**config.mk**
```make
export PLATFORM = sky130hd
export DESIGN_NAME = activation_skew_feeder
export DESIGN_NICKNAME = d
export VERILOG_FILES = /design/src/rtl/activation_skew_feeder.sv
export SDC_FILE = /design/constraint.sdc
export NUM_CORES = 1
export LEC_CHECK = 0
export CAP_MARGIN = 15
export CELL_PAD_IN_SITES_DETAIL_PLACEMENT = 1
export CELL_PAD_IN_SITES_GLOBAL_PLACEMENT = 1
export CORE_ASPECT_RATIO = 0.75
export CORE_MARGIN = 1.5
export CORE_UTILIZATION = 51
export CTS_BUF_LIST = sky130_fd_sc_hd__clkbuf_4 sky130_fd_sc_hd__clkbuf_8
export CTS_CLUSTER_DIAMETER = 80
export DETAILED_ROUTE_END_ITERATION = 10
export GPL_ROUTABILITY_DRIVEN = 0
export PLACE_DENSITY_LB_ADDON = 0.1
export SLEW_MARGIN = 40
export SYNTH_ARGS = -nofsm -noshare
export SYNTH_HDL_FRONTEND = slang
export SYNTH_SLANG_ARGS = --single-unit
```
**constraint.sdc**
```tcl
create_clock -name clk -period 4.4 [get_ports clk]
set_clock_uncertainty 0.1 [all_clocks]
set_input_delay 0.66 -clock clk [delete_from_list [all_inputs] [get_ports clk]]
set_output_delay 0.66 -clock clk [all_outputs]
set_load 0.02 [all_outputs]
```
**src/rtl/activation_skew_feeder.sv**
```systemverilog
// activation_skew_feeder: buffers a tile of DEPTH activation vectors and
// streams them into the array's row delay chains with a one-cycle-per-row
// diagonal skew. Streaming honours the array's shared stall.
module activation_skew_feeder #(
  parameter int WORD_SIZE = 16,
  parameter int NUM_ROWS  = 4,
  parameter int DEPTH     = 4
) (
  input  logic                          clk,
  input  logic                          rst,
  input  logic                          in_valid,
  output logic                          in_ready,
  input  logic [NUM_ROWS*WORD_SIZE-1:0] in_data,
  input  logic                          start,
  input  logic                          stall,
  output logic [NUM_ROWS*WORD_SIZE-1:0] out_data,
  output logic [NUM_ROWS-1:0]           out_valid,
  output logic                          shift_en,
  output logic                          busy,
  output logic                          done
);

  localparam int VW = NUM_ROWS * WORD_SIZE;
  localparam int CW = $clog2(DEPTH + 1);
  localparam int TW = $clog2(DEPTH + NUM_ROWS);
  localparam int AW = (DEPTH > 1) ? $clog2(DEPTH) : 1;

  localparam logic [CW-1:0] CNT_FULL = CW'(DEPTH);
  localparam logic [TW-1:0] T_LAST   = TW'(DEPTH + NUM_ROWS - 2);
  localparam logic [TW-1:0] T_DEPTH  = TW'(DEPTH);

  typedef enum logic [1:0] {
    S_LOAD   = 2'd0,
    S_STREAM = 2'd1,
    S_DONE   = 2'd2
  } state_t;

  state_t          state_q, state_d;
  logic [CW-1:0]   cnt_q, cnt_d;
  logic [TW-1:0]   t_q, t_d;
  logic [VW-1:0]   out_data_q, out_data_d;
  logic [NUM_ROWS-1:0] out_valid_q, out_valid_d;
  logic [VW-1:0]   buf_q [DEPTH];
  logic [VW-1:0]   buf_d [DEPTH];
  logic [TW-1:0]   idx_s;

  // Next-state, buffer-write and skewed-lane selection for all three phases.
  always_comb begin
    state_d     = state_q;
    cnt_d       = cnt_q;
    t_d         = t_q;
    out_data_d  = out_data_q;
    out_valid_d = out_valid_q;
    buf_d       = buf_q;
    idx_s       = '0;
    case (state_q)
      S_LOAD: begin
        // A load always wins over start; start only counts once the tile is full.
        if (in_valid && (cnt_q < CNT_FULL)) begin
          buf_d[cnt_q[AW-1:0]] = in_data;
          cnt_d                = cnt_q + CW'(1);
        end else if (start && (cnt_q == CNT_FULL)) begin
          state_d = S_STREAM;
          t_d     = '0;
        end else begin
          state_d = S_LOAD;
        end
      end
      S_STREAM: begin
        if (!stall) begin
          // Row r sees vector t-r, so each row lags the one above by a cycle.
          for (int r = 0; r < NUM_ROWS; r++) begin
            if ((t_q >= TW'(r)) && ((t_q - TW'(r)) < T_DEPTH)) begin
              idx_s = t_q - TW'(r);
              out_data_d[r*WORD_SIZE +: WORD_SIZE] = buf_q[idx_s[AW-1:0]][r*WORD_SIZE +: WORD_SIZE];
              out_valid_d[r] = 1'b1;
            end else begin
              out_data_d[r*WORD_SIZE +: WORD_SIZE] = '0;
              out_valid_d[r] = 1'b0;
            end
          end
          if (t_q == T_LAST) begin
            state_d = S_DONE;
            t_d     = '0;
          end else begin
            t_d = t_q + TW'(1);
          end
        end else begin
          state_d = S_STREAM;
        end
      end
      S_DONE: begin
        out_data_d  = '0;
        out_valid_d = '0;
        cnt_d       = '0;
        state_d     = S_LOAD;
      end
      default: begin
        state_d     = S_LOAD;
        cnt_d       = '0;
        t_d         = '0;
        out_data_d  = '0;
        out_valid_d = '0;
      end
    endcase
  end

  // Control and output registers, cleared immediately by reset.
  always_ff @(posedge clk or posedge rst) begin
    if (rst) begin
      state_q     <= S_LOAD;
      cnt_q       <= '0;
      t_q         <= '0;
      out_data_q  <= '0;
      out_valid_q <= '0;
    end else begin
      state_q     <= state_d;
      cnt_q       <= cnt_d;
      t_q         <= t_d;
      out_data_q  <= out_data_d;
      out_valid_q <= out_valid_d;
    end
  end

  // Tile buffer; contents are meaningless until reloaded, so no reset.
  always_ff @(posedge clk) begin
    buf_q <= buf_d;
  end

  assign in_ready  = (state_q == S_LOAD) && (cnt_q < CNT_FULL);
  assign busy      = (state_q == S_STREAM);
  assign shift_en  = (state_q == S_STREAM);
  assign done      = (state_q == S_DONE);
  assign out_data  = out_data_q;
  assign out_valid = out_valid_q;

endmodule

```
==> out/qor.txt, run 1 <==
Hold Crit Class = reg -> reg
Finished Layout Cells = 1071
Design Area, Final = 0.0151 mm2
Total number of vias = 6114
Post-Syn Nets = 633
Vias in the first global route = 6810
Inst Count DP = 978
Post-CTS Hold Fix Bufs = 0
Critical path capture point type = output pin
Max cap viols = 0
Crit Path Category = reg -> out
Synth Area in Simple Gates = 0.0145
Sequential area share after synthesis = 0.785
LEAKAGE = 5.36 nW
Final slew viol count = 0
Fillers = 1904
Clock tree buffer depth = 3
Initial antenna violation count = 2
Antenna violation net count after detailed routing = 0
Mux cell area share after synthesis = 0.119
Setup TNS = 0 ns
Total power = 9.69 mW
Slowest Stage Delay on Critical Path = 0.71 ns
Share of layout cells above drive strength 1 = 0.246
Syn Area/Cell = 22.0 um2
RSZ-0062 raised after global routing = false
Nets = 808
CTS sink cnt = 332
Status = complete, no violations
Hold Startpoint = out_valid[3]$_DFFE_PP0P_
Die width = 182 um
Top cells by count, synth = 256 x edfxtp_1, 76 x dfrtp_1, 64 x mux4_2, 55 x a22o_1, 14 x clkbuf_1
CP Data Required Time = 3.64 ns
Asr flop ratio synth = 0.229
Crit share post-route = 0.698
Die ar. = 0.0249 mm2
# diodes = 0
Grt ovf = 0
Setup ws final = 1.33 ns
Clk root buf = clkbuf_8
WL final = 26000 um
Post-Synthesis Cells = 555
Hold Crit Depth = 1
CP max stage cell = clkdlybuf4s50_1
Row cnt = 48
Initial Util = 0.526
Largest family of logic cells by synthesized area = multiplexers
Worst setup path startpoint = state_q[1]$_DFFE_PP0P_
Core area = 0.0232 mm2
Synth top area share = 0.629
Arr. time, crit path = 2.31 ns
Synth cell types = 35
Chip height = 137 um
Startpoint types = flop
Crit Path Max Fanout = 13
CTS Buf Count = 50
Largest net degree at the start of global routing = 65
Synthesized-area fraction occupied by adder cells = 0.00922
Drt first-iter violations = 304
Synth Register Bits = 332
Clock transition at the registers of the reported paths = 0.06 ns
Endpoints failing setup = 0
First-pass GRT wire length = 40600 um
Routed WL per cell = 24.3 um
Reg2Reg Depth = 4
Drt via density = 5.71
Cts repair resizes = 0
Syn-to-layout area delta = 23.6%
EDFF count, synth = 256
Clk_lat worst skew = 0.54 ns
DRC = 0
Pwr dens = 642 mW/mm2
DP Area = 0.0140 mm2
Crit Reg-Reg Startpoint = t_q[0]$_DFFE_PP0P_
Peak supply drop = 0.370 mV
Top FF cell, synth = edfxtp_1
Cell chain of the critical path = nor2b_1 > clkdlybuf4s50_1
Port bufs = 140
Compound-Gate Fraction of Synth Area = 0.0560
Num ports = 141
CTS H-tree depth = 2
Hold Vio Cnt, Final = 0
Synth Warn # = 0
Overall routing resource usage = 0.219
Min cycle time layout = 3.07 ns
Xor/xnor cell area share of the yosys netlist = 0.00215
Synth Cell Area = 0.0122 mm2
Worst Tran Pin Value = 0.701 ns
Synth top area cells = edfxtp_1 63%, dfrtp_1 16%, mux4_2 12%, a22o_1 3.9%, ha_1 0.92%
Synth area leader = edfxtp_1
FMAX = 325 MHz
DP Worst Slack = 1.00 ns
DPL Wire Length = 15800 um
Pre-Repair DR Iteration Count = 4
Count leader, synth = edfxtp_1
Worst slew margin = 0.533
Setup Buffers After CTS = 0
CTS tree = yes
## routing by layer
metal  wire length, um  part of all wire  up-vias  track usage
met4               397             0.015        4       0.0588
met1             11700              0.45     3224        0.319
met5                23           0.00088        -            0
met3              1540             0.059       43       0.0420
met2             12300              0.47      196        0.347
li1                  -                 -     2647            -
## flip-flops by register name, summed over array words and instances, names as in the netlist
signal / count
cnt_q: 3
state_q: 2
out_valid: 4
buf_q: 256
t_q: 3
out_data: 64
## layout by cell type (no fill, tap or decap), drive strengths merged, types with 4 or more instances in the layout
cell	synthesis	final
a21o	4	4
a22o	64	64
and2	5	5
buf	17	14
clkbuf	14	87
clkdlybuf4s50	0	140
clkinv	0	5
dfrtp	76	76
edfxtp	256	256
ha	9	9
inv	7	7
mux4	64	64
nor2	7	7
nor2b	4	4
## metrics by stage
stage | hold slack, ns | utilization
2_1_floorplan | 0.426 | -
3_3_place_gp | 0.359 | 0.602
3_5_place_dp | 0.365 | 0.604
4_1_cts | 0.378 | 0.649
5_1_grt | 0.380 | 0.650
6_report | 0.374 | 0.650
## power by group
part | leakage (nW) | internal (mW) | total (mW) | switching [mW]
Sequential | 3.29 | 3.87 | 4.20 | 0.336
Clock | 0.561 | 1.45 | 2.57 | 1.12
Combinational | 1.50 | 1.50 | 2.93 | 1.43
Total | 5.36 | 6.81 | 9.69 | 2.88
## final cells by class
class | instances | area, um2 | share of cell area
Timing Repair Buffer | 154 | 1560 | 0.103
Clock buffer | 87 | 1020 | 0.0677
Sequential cell | 332 | 9590 | 0.635
Inverter | 7 | 31.3 | 0.00207
Tap cell | 300 | 375 | 0.0249
Clock inverter | 6 | 26.3 | 0.00174
Multi-Input combinational cell | 185 | 2490 | 0.165
## final timing paths
check	slack (ns)	end
setup reg to reg	1.67	out_data[53]$_DFFE_PP0P_
min in group asynchronous	0.48	out_data[13]$_DFFE_PP0P_
max in group asynchronous	2.97	out_data[57]$_DFFE_PP0P_
setup / recovery	1.33	shift_en
hold reg to reg	0.37	out_valid[3]$_DFFE_PP0P_
hold / removal	0.37	out_valid[3]$_DFFE_PP0P_
## critical path, delay by kind of cell (launching register included)
family | cells | cell delay, ns
buf+inv | 1 | 0.71
flops | 1 | 0.55
simple gates | 1 | 0.52
## kinds of logic (layout without fill, tap and decap cells)
family	count (synthesis)	in the layout
AO/OA/AOI/OAI	78	78
XOR/XNOR	3	3
adder cells (fa/ha/maj)	9	9
buffers and inverters	38	254
flip-flops	332	332
multiplexers	65	65
AND/OR/NAND/NOR	30	30
(Power assumes the default switching activity.)
==> run 2, diff against run 1 <==
==> constraint.sdc (replaced) <==
create_clock -name clk -period 3.2 [get_ports clk]
set_clock_uncertainty 0.1 [all_clocks]
set_input_delay 0.48 -clock clk [delete_from_list [all_inputs] [get_ports clk]]
set_output_delay 0.48 -clock clk [all_outputs]
set_load 0.02 [all_outputs]
==> run 2 against run 1 <==
Compared with the run above: utilization grew 0.94 points; critical path type unchanged; global-route usage grew 0.95 points; largest cell class unchanged; largest power group unchanged; worst hold slack lost 0.11 ns; die area is the same; first-iteration DRC count grew 60%; non-clock buffer count grew 6; register-to-register slack lost 0.76 ns.
==> out/qor.txt, run 2 (synthesized netlist as in run 1, its figures left out) <==
Status = complete, no violations
Largest Register = buf_q
Crit path buffers/inverters = 1 (unchanged)
Clock transition at the registers of the reported paths = 0.06 ns (about the same)
LEAKAGE = 5.44 nW (+1.6%)
Hold Crit Class = in -> async
Drt first-iter violations = 485 (+60%)
Worst Tran Pin Value = 0.619 ns (-0.0814 ns)
# diodes = 0 (unchanged)
Die width = 182 um (unchanged)
GR met3 Demand/Resource = 0.0434 (+0.00133)
Crit share post-route = 0.925
Nets = 814 (+0.74%)
Startpoint types = flop
RSZ-0062 raised after global routing = false
Endpoints failing setup = 0 (unchanged)
Setup ws final = 0.240 ns (-1.09 ns)
DRC = 0 (unchanged)
FMAX = 338 MHz
Vias in the first global route = 6879 (+1.0%)
R2r setup slk = 0.91 ns (-0.76 ns)
Crit Path Max Fanout = 13 (unchanged)
Min cycle time layout = 2.96 ns
Row cnt = 48 (unchanged)
Met2 GRT Util = 0.366 (+0.0186)
Critical path capture point type = output pin
Final slew viol count = 0 (unchanged)
Initial Util = 0.526 (unchanged)
Setup TNS = 0 ns (unchanged)
Multi-input logic area = 0.00249 mm2 (-0.25%)
WL final = 27500 um (+6.0%)
CP max stage cell = clkdlybuf4s50_1
Crit Reg-Reg Startpoint = t_q[0]$_DFFE_PP0P_
Met1 GRT Util = 0.323 (+0.00416)
Max FFs per register = 256 (unchanged)
Register Area = 0.00959 mm2 (unchanged)
CTS Buf Count = 50 (unchanged)
Peak supply drop = 0.532 mV (+44%)
Cell chain of the critical path = nor2b_1 > clkdlybuf4s50_1
Clock tree buffer depth = 3 (unchanged)
GR peak layer = met2
Hold Vio Cnt, Final = 0 (unchanged)
Most common cell after layout, fill and taps aside = edfxtp_1
Initial antenna violation count = 0 (-2)
Syn-to-layout area delta = 25.4%
Clk_lat worst skew = 0.56 ns (+0.02 ns)
Share of layout cells above drive strength 1 = 0.252 (+0.00582)
CP Data Required Time = 2.62 ns (-1.02 ns)
Post-CTS Hold Fix Bufs = 0 (unchanged)
Num ports = 141 (unchanged)
Delay-heaviest family, CP = buffers and inverters
Pwr dens = 901 mW/mm2 (+40%)
Pre-Repair DR Iteration Count = 5 (+1)
Crit Path Category = reg -> out
Chip height = 137 um (unchanged)
Die ar. = 0.0249 mm2 (unchanged)
CTS H-tree depth = 2 (unchanged)
Slowest Stage Delay on Critical Path = 0.72 ns (about the same)
CTS tree = yes
Core area = 0.0232 mm2 (unchanged)
First-pass GRT wire length = 41700 um (+2.7%)
DPL Wire Length = 16600 um (+5.5%)
R2R Path End = out_data[16]$_DFFE_PP0P_
Reg2Reg Depth = 6 (+2)
Antenna violation net count after detailed routing = 0 (unchanged)
Setup Buffers After CTS = 0 (unchanged)
Most frequent cells in the layout = 256 x edfxtp_1, 140 x clkdlybuf4s50_1, 74 x dfrtp_1, 64 x mux4_2, 62 x clkbuf_8
Cts repair resizes = 0 (unchanged)
Total number of vias = 6253 (+2.3%)
Worst slew margin = 0.586 (+0.0529)
Fillers = 1933 (+1.5%)
Largest net degree at the start of global routing = 69 (+6.2%)
CTS sink cnt = 332 (unchanged)
Clk root buf = clkbuf_8
Grt ovf = 0 (unchanged)
Arr. time, crit path = 2.38 ns (+0.07 ns)
Max cap viols = 0 (unchanged)
DP Worst Slack = 0.692 ns (-0.312 ns)
Overall routing resource usage = 0.229 (+0.00947)
Port bufs = 140 (unchanged)
Drt via density = 5.81 (+1.7%)
Routed WL per cell = 25.6 um (+5.4%)
run 2: cell count changes in the layout (fill, tap and decap cells not counted), moves of 2 or more:
cell / change
clkinv_2: +4
clkbuf_8: +3
clkinv_1: -2
clkbuf_4: -10
bufinv_16: +4
buf_12: +8
run 2: power breakdown:
| group | switching (mW) | total (mW) | leakage [nW] | internal, mW |
|---|---|---|---|---|
| registers | 0.374 | 5.69 | 3.29 | 5.31 |
| logic | 2.13 | 4.23 | 1.54 | 2.09 |
| clock network | 1.60 | 3.89 | 0.606 | 2.28 |
| total | 4.11 | 13.8 | 5.44 | 9.69 |
run 2: per-stage QoR:
stage               cells  cell area, um2   util  power [mW]  hold WS, ns
finish               1077           15300  0.659        13.8        0.263
global route         1077           15300  0.659        14.4        0.302
CTS                  1077           15300  0.659        13.9        0.273
detailed placement    984           14200  0.609        10.0        0.376
global placement      984           14100  0.609        9.84        0.360
floorplan             555           12200      -        8.34        0.426
run 2: metal layers:
layer / vias up / wire [um]
met5: - / 0
met2: 248 / 13300
met1: 3280 / 11900
li1: 2659 / -
met4: 0 / 696
met3: 66 / 1590
run 2: area by class of cell:
class / instances / share of cell area
sequential: 332 / 0.626
clock inverter: 13 / 0.0109
tap: 300 / 0.0245
timing repair buffer: 160 / 0.109
clock buffer: 80 / 0.0645
multi-input combinational: 185 / 0.162
inverter: 7 / 0.00188
run 2: worst max-delay path by stage:
stage / startpoint / endpoint / slack, ns / cells past startpoint
6_report: state_q[1]$_DFFE_PP0P_ / busy / 0.24 / 2
5_1_grt: state_q[1]$_DFFE_PP0P_ / busy / 0.14 / 2
4_1_cts: state_q[1]$_DFFE_PP0P_ / busy / 0.22 / 2
3_5_place_dp: in_valid / buf_q[30]$_DFFE_PP_ / 0.69 / 5
3_3_place_gp: in_valid / buf_q[25]$_DFFE_PP_ / 0.74 / 5
2_1_floorplan: state_q[1]$_DFFE_PP0P_ / buf_q[128]$_DFFE_PP_ / 0.06 / 3
